$ cat config.mk
export PLATFORM = sky130hd
export DESIGN_NAME = edge_detect_bank_flat
export DESIGN_NICKNAME = d
export VERILOG_FILES = /design/src/rtl/edge_detect_bank_if.sv /design/src/rtl/edge_detect_bank.sv /design/src/flat_wrapper.sv
export SDC_FILE = /design/constraint.sdc
export NUM_CORES = 1
export LEC_CHECK = 0
export ABC_AREA = 1
export BUFFER_PORTS_ARGS = -buffer_cell sky130_fd_sc_hd__buf_2
export CELL_PAD_IN_SITES_DETAIL_PLACEMENT = 1
export CELL_PAD_IN_SITES_GLOBAL_PLACEMENT = 2
export CORE_UTILIZATION = 33
export DETAILED_ROUTE_END_ITERATION = 8
export HOLD_SLACK_MARGIN = 0.15
export PLACE_DENSITY_LB_ADDON = 0.1
export SKIP_LAST_GASP = 1
export SLEW_MARGIN = 20
export SYNTH_ARGS = -nofsm -noshare
export SYNTH_HDL_FRONTEND = slang
export SYNTH_SLANG_ARGS = --single-unit
$ cat constraint.sdc
create_clock -name clk -period 3 [get_ports clk]
set_clock_uncertainty 0.2 [all_clocks]
set_input_delay 0.45 -clock clk [delete_from_list [all_inputs] [get_ports clk]]
set_output_delay 0.45 -clock clk [all_outputs]
set_load 0.01 [all_outputs]
$ cat src/rtl/edge_detect_bank_if.sv
// Bundle of the edge_detect_bank data, control and status lines.
// The master modport drives the raw inputs and configuration and receives
// the filtered levels, edge pulses and event flags. The slave modport is the
// detector itself.
interface edge_detect_bank_if #(
    parameter int CHANNELS    = 8,
    parameter int FILTER_BITS = 4
);
    logic [CHANNELS-1:0]    i_signal;
    logic [FILTER_BITS-1:0] i_filter_len;
    logic [2*CHANNELS-1:0]  i_mode;
    logic [CHANNELS-1:0]    i_clear;
    logic [CHANNELS-1:0]    o_level;
    logic [CHANNELS-1:0]    o_rise;
    logic [CHANNELS-1:0]    o_fall;
    logic [CHANNELS-1:0]    o_change;
    logic [CHANNELS-1:0]    o_pending;
    logic                   o_irq;

    modport master (
        output i_signal, i_filter_len, i_mode, i_clear,
        input  o_level, o_rise, o_fall, o_change, o_pending, o_irq
    );

    modport slave (
        input  i_signal, i_filter_len, i_mode, i_clear,
        output o_level, o_rise, o_fall, o_change, o_pending, o_irq
    );
endinterface

$ cat src/rtl/edge_detect_bank.sv
// Multi-channel edge detector: per-channel synchroniser, glitch filter with
// a shared stability threshold, registered rise/fall pulses, sticky pending
// flags gated by a per-channel edge mode, and an OR-combined interrupt.
// Channels are fully independent; only the interrupt combines them.
module edge_detect_bank #(
    parameter int CHANNELS    = 8,
    parameter int SYNC_STAGES = 2,
    parameter int FILTER_BITS = 4
) (
    input  logic              clk,
    input  logic              rst,
    edge_detect_bank_if.slave bus
);

    logic [SYNC_STAGES-1:0][CHANNELS-1:0] r_sync;
    logic [CHANNELS-1:0][FILTER_BITS-1:0] r_cnt;
    logic [CHANNELS-1:0]                  r_level;
    logic [CHANNELS-1:0]                  r_rise;
    logic [CHANNELS-1:0]                  r_fall;
    logic [CHANNELS-1:0]                  r_pending;

    logic [CHANNELS-1:0]                  w_s;
    logic [CHANNELS-1:0]                  w_mode_rise;
    logic [CHANNELS-1:0]                  w_mode_fall;
    logic [CHANNELS-1:0]                  w_set;

    // Synchroniser chain: index 0 takes the raw pin, the last index is the
    // first value considered safe to use.
    always_ff @(posedge clk or posedge rst) begin
        if (rst) begin
            r_sync <= '0;
        end else begin
            r_sync <= {r_sync[SYNC_STAGES-2:0], bus.i_signal};
        end
    end

    assign w_s = r_sync[SYNC_STAGES-1];

    // Glitch filter: the level only follows the synchronised input once it
    // has disagreed for filter_len+1 consecutive cycles. The >= test lets a
    // lowered threshold take effect on a counter that is already past it.
    always_ff @(posedge clk or posedge rst) begin
        if (rst) begin
            r_cnt   <= '0;
            r_level <= '0;
            r_rise  <= '0;
            r_fall  <= '0;
        end else begin
            for (int i = 0; i < CHANNELS; i++) begin
                r_rise[i] <= 1'b0;
                r_fall[i] <= 1'b0;
                if (w_s[i] == r_level[i]) begin
                    r_cnt[i] <= '0;
                end else if (r_cnt[i] >= bus.i_filter_len) begin
                    r_level[i] <= w_s[i];
                    r_cnt[i]   <= '0;
                    r_rise[i]  <= w_s[i];
                    r_fall[i]  <= ~w_s[i];
                end else begin
                    r_cnt[i] <= r_cnt[i] + 1'b1;
                end
            end
        end
    end

    // Split the packed two-bit mode fields into rise-enable and fall-enable.
    always_comb begin
        w_mode_rise = '0;
        w_mode_fall = '0;
        for (int i = 0; i < CHANNELS; i++) begin
            w_mode_rise[i] = bus.i_mode[2*i];
            w_mode_fall[i] = bus.i_mode[2*i+1];
        end
    end

    assign w_set = (r_rise & w_mode_rise) | (r_fall & w_mode_fall);

    // Sticky event flags: a new enabled edge wins over a simultaneous clear.
    always_ff @(posedge clk or posedge rst) begin
        if (rst) begin
            r_pending <= '0;
        end else begin
            r_pending <= (r_pending & ~bus.i_clear) | w_set;
        end
    end

    assign bus.o_level   = r_level;
    assign bus.o_rise    = r_rise;
    assign bus.o_fall    = r_fall;
    assign bus.o_change  = r_rise | r_fall;
    assign bus.o_pending = r_pending;
    assign bus.o_irq     = |r_pending;

endmodule

$ cat src/flat_wrapper.sv
// flat-port wrapper written by rule: the top's interface ports become plain ports
module edge_detect_bank_flat 
#(
    parameter int CHANNELS    = 8,
    parameter int SYNC_STAGES = 2,
    parameter int FILTER_BITS = 4
)
  (clk, rst, bus_i_signal, bus_i_filter_len, bus_i_mode, bus_i_clear, bus_o_level, bus_o_rise, bus_o_fall, bus_o_change, bus_o_pending, bus_o_irq);
  edge_detect_bank_if #(.CHANNELS(CHANNELS), .FILTER_BITS(FILTER_BITS)) bus_i ();
  input  logic clk;
  input  logic rst;
  input wire logic [$bits(bus_i.i_signal)-1:0] bus_i_signal;
  input wire logic [$bits(bus_i.i_filter_len)-1:0] bus_i_filter_len;
  input wire logic [$bits(bus_i.i_mode)-1:0] bus_i_mode;
  input wire logic [$bits(bus_i.i_clear)-1:0] bus_i_clear;
  output wire logic [$bits(bus_i.o_level)-1:0] bus_o_level;
  output wire logic [$bits(bus_i.o_rise)-1:0] bus_o_rise;
  output wire logic [$bits(bus_i.o_fall)-1:0] bus_o_fall;
  output wire logic [$bits(bus_i.o_change)-1:0] bus_o_change;
  output wire logic [$bits(bus_i.o_pending)-1:0] bus_o_pending;
  output wire logic [$bits(bus_i.o_irq)-1:0] bus_o_irq;
  assign bus_i.i_signal = bus_i_signal;
  assign bus_i.i_filter_len = bus_i_filter_len;
  assign bus_i.i_mode = bus_i_mode;
  assign bus_i.i_clear = bus_i_clear;
  assign bus_o_level = bus_i.o_level;
  assign bus_o_rise = bus_i.o_rise;
  assign bus_o_fall = bus_i.o_fall;
  assign bus_o_change = bus_i.o_change;
  assign bus_o_pending = bus_i.o_pending;
  assign bus_o_irq = bus_i.o_irq;
  edge_detect_bank #(.CHANNELS(CHANNELS), .SYNC_STAGES(SYNC_STAGES), .FILTER_BITS(FILTER_BITS)) u_core (.clk(clk), .rst(rst), .bus(bus_i));
endmodule
==> results.py <==
metrics = {
    "clocking": {
        "clock-sinks": 80,
        "htreeDepth": 3,
        "cts_made_buffers": 9,
        "clk_pin_slew_ps": 60,
        "clk_latency_ps": 340,
        "clockRootBuffer": "clkbuf_16",
        "cts_tree": "built",
        "cts_setup_buffers": 0,
        "clk_path_buf_depth": 2,
        "postCtsResizedCells": 0,
    },
    "global_routing": {
        "grt_usage_pct": 15.5,
        "grt_pass1_wl_um": 15100,
        "grt_overflow": 0,
        "grt_pass1_vias": 3315,
        "antenna_found_initial": 0,
        "grt_max_degree": 33,
    },
    "worst_setup_path": {
        "rrSetupSlack_ps": 1440,
        "start_kind": "flip-flop",
        "worst_ep_required_time_ps": 2350,
        "worst_r2r_endpoint": "u_core.bus.o_level[0]",
        "arrival_ps": 1490,
        "r2r_cells": 5,
        "crit_fanout": 3,
        "cp-end-kind": "primary output",
        "r2r-start": "u_core.r_cnt[3]",
        "crit_type": "reg -> out",
    },
    "sta": {
        "min_period_over_period_pct": 71.4,
        "worst-slew-pin-transition_ps": 556,
        "setup_violations": 0,
        "finalWorstSetupSlack_ps": 858,
        "final_max_slew_viol_count": 0,
        "slew_headroom_pct": 62.9,
        "fmax_mhz": 467,
        "tns_ps": 0,
        "whs_ps": 149,
        "rsz0062_at_grt": "no",
        "post-route-min-period_ps": 2140,
        "hold_viol": 0,
    },
    "cells_and_area": {
        "fin_nets": 648,
        "diodes": 0,
        "stdcell_count": 722,
        "fin_area_um2": 5190,
        "drive_gt1_share_pct": 20.9,
        "final_core_util_pct": 43.4,
        "area_growth_pct": 28.4,
        "n_fill_cell": 1421,
    },
    "power": {
        "p_per_area_nw_per_um2": 723,
        "leakage_nw": 3.14,
        "vdd.ir_drop.worst_mv": 0.294,
        "power.total_mw": 3.76,
    },
    "synthesis": {
        "synth_top_area_cell": "dfrtp_1",
        "synth_flop_cell": "dfrtp_1",
        "yosysMostFrequentCell": "nand2_1",
        "synth_fp_nets": 533,
        "synth_cell_types": 14,
        "synth-seq-cells": 80,
        "synth.top_cells.by_count": "nand2_1 (121), inv_1 (108), dfrtp_1 (80)",
        "postSynthAreaPerCell_um2": 8.89,
        "syn_area_um2": 4050,
        "synthCells": 455,
        "yosysWarnings": 0,
        "synthArstFlopShare_pct": 100,
        "yosysTopAreaCellShare_pct": 49.5,
        "synth-edff-count": 0,
        "yosys-top-cells-area": "dfrtp_1 (49%), ha_1 (12%), nand2_1 (11%)",
        "synth-seq-area-share_pct": 49.5,
    },
    "placement": {
        "io_buffers": 78,
        "post-place-ws_ps": 914,
        "dpl.hpwl_um": 6510,
        "dpl_cell_area_um2": 4640,
        "dp.cells": 682,
        "gp_congestion": 0.753,
    },
    "route": {
        "drc": 0,
        "finalWirelength_um": 8750,
        "drt-wirelength-per-cell_um": 12.1,
        "drt_iter0_markers": 33,
        "first_pass_iters": 4,
        "vias": 3167,
        "ant_nets": 0,
        "vias_per_cell": 4.39,
    },
    "die": {
        "core_area_um2": 12000,
        "die_h_um": 113,
        "initial_core_util_pct": 33.8,
        "dieArea_um2": 12700,
        "rows": 40,
        "die_w_um": 113,
        "io_pins": 79,
    },
    "hold_path": {
        "min_path_type": "reg -> reg",
        "min_path_cells": 0,
        "hold_end": "u_core.w_s[2]",
        "hp-start": "u_core.r_sync[2]",
    },
    "job": {
        "drv_cap": 0,
    },
    "outcome": {
        "outcome": "completed",
    },
}
-- sequential cells by signal (all words and copies together) (netlist names) --
name                  cells
u_core.bus.o_fall         8
u_core.bus.o_level        8
u_core.bus.o_pending      8
u_core.bus.o_rise         8
u_core.r_cnt             32
u_core.r_sync             8
u_core.w_s                8
-- worst max path at each step --
stage | startpoint | cells past startpoint | slack (ps) | to
global route | u_core.bus.o_pending[5] | 3 | 760 | bus_o_irq
CTS | u_core.bus.o_pending[5] | 3 | 850 | bus_o_irq
global placement | bus_i_filter_len[1] | 9 | 940 | u_core.bus.o_level[3]
detailed placement | bus_i_filter_len[1] | 9 | 910 | u_core.bus.o_fall[2]
finish | u_core.bus.o_pending[5] | 3 | 860 | bus_o_irq
floorplan | rst | 1 | 300 | u_core.bus.o_fall[0]
-- critical path: stages (launching register included) --
cell	delay (ps)
dfrtp_1	420
nor4_1	490
nand2_1	100
buf_2	150
-- layout by cell type, fill, tap and decap left out --
cell type      count
xor2_1             8
bufinv_16          1
clkbuf_1           1
nand3_1           16
or2_2              8
nor2_1            32
dfrtp_1           80
clkbuf_16          9
nand4_1            8
a21oi_2            8
nand2_1          121
nor4_1             2
dlygate4sd3_1     24
clkbuf_8           4
ha_1              40
nand4_2            8
o211ai_1           8
xnor2_1            8
buf_4              2
clkinv_2           2
inv_1            107
buf_2             78
-- kinds of logic after synthesis --
group,share of synthesized area [%]
AO/OA/AOI/OAI,3.22
adder cells (fa/ha/maj),12.4
XOR/XNOR,3.46
flip-flops,49.5
AND/OR/NAND/NOR,21.4
buffers and inverters,10.0
-- repair_timing --
item | 4_1_cts | 5_1_grt
hold endpoints to repair | 46 | 0
hold buffers | 24 | 0
setup endpoints to repair | 0 | 0
-- layer usage --
metal  track usage [%]  up-vias  wire [um]  part of all wire, %
li1                  -     1624          -                    -
met1              19.1     1470       4120                   47
met2              26.4       63       4140                   47
met5                 0        -          0                    0
met4              7.20        0        170                  1.9
met3              2.95       10        316                  3.6
-- layout make-up --
type	count	area [um^2]	share of cell area, %
clock buffers	14	284	5.47
repair buffers	104	646	12.4
clock inverters	2	35.0	0.674
flip-flops and latches	80	2000	38.5
well taps	147	184	3.54
multi-input cells	267	1640	31.5
inverters	108	407	7.83
-- where the power goes --
part,internal [mW],switching (mW)
combinational,0.488,0.631
clock,0.734,0.425
sequential,1.28,0.192
Note: power is estimated with default switching activity, not from simulation.
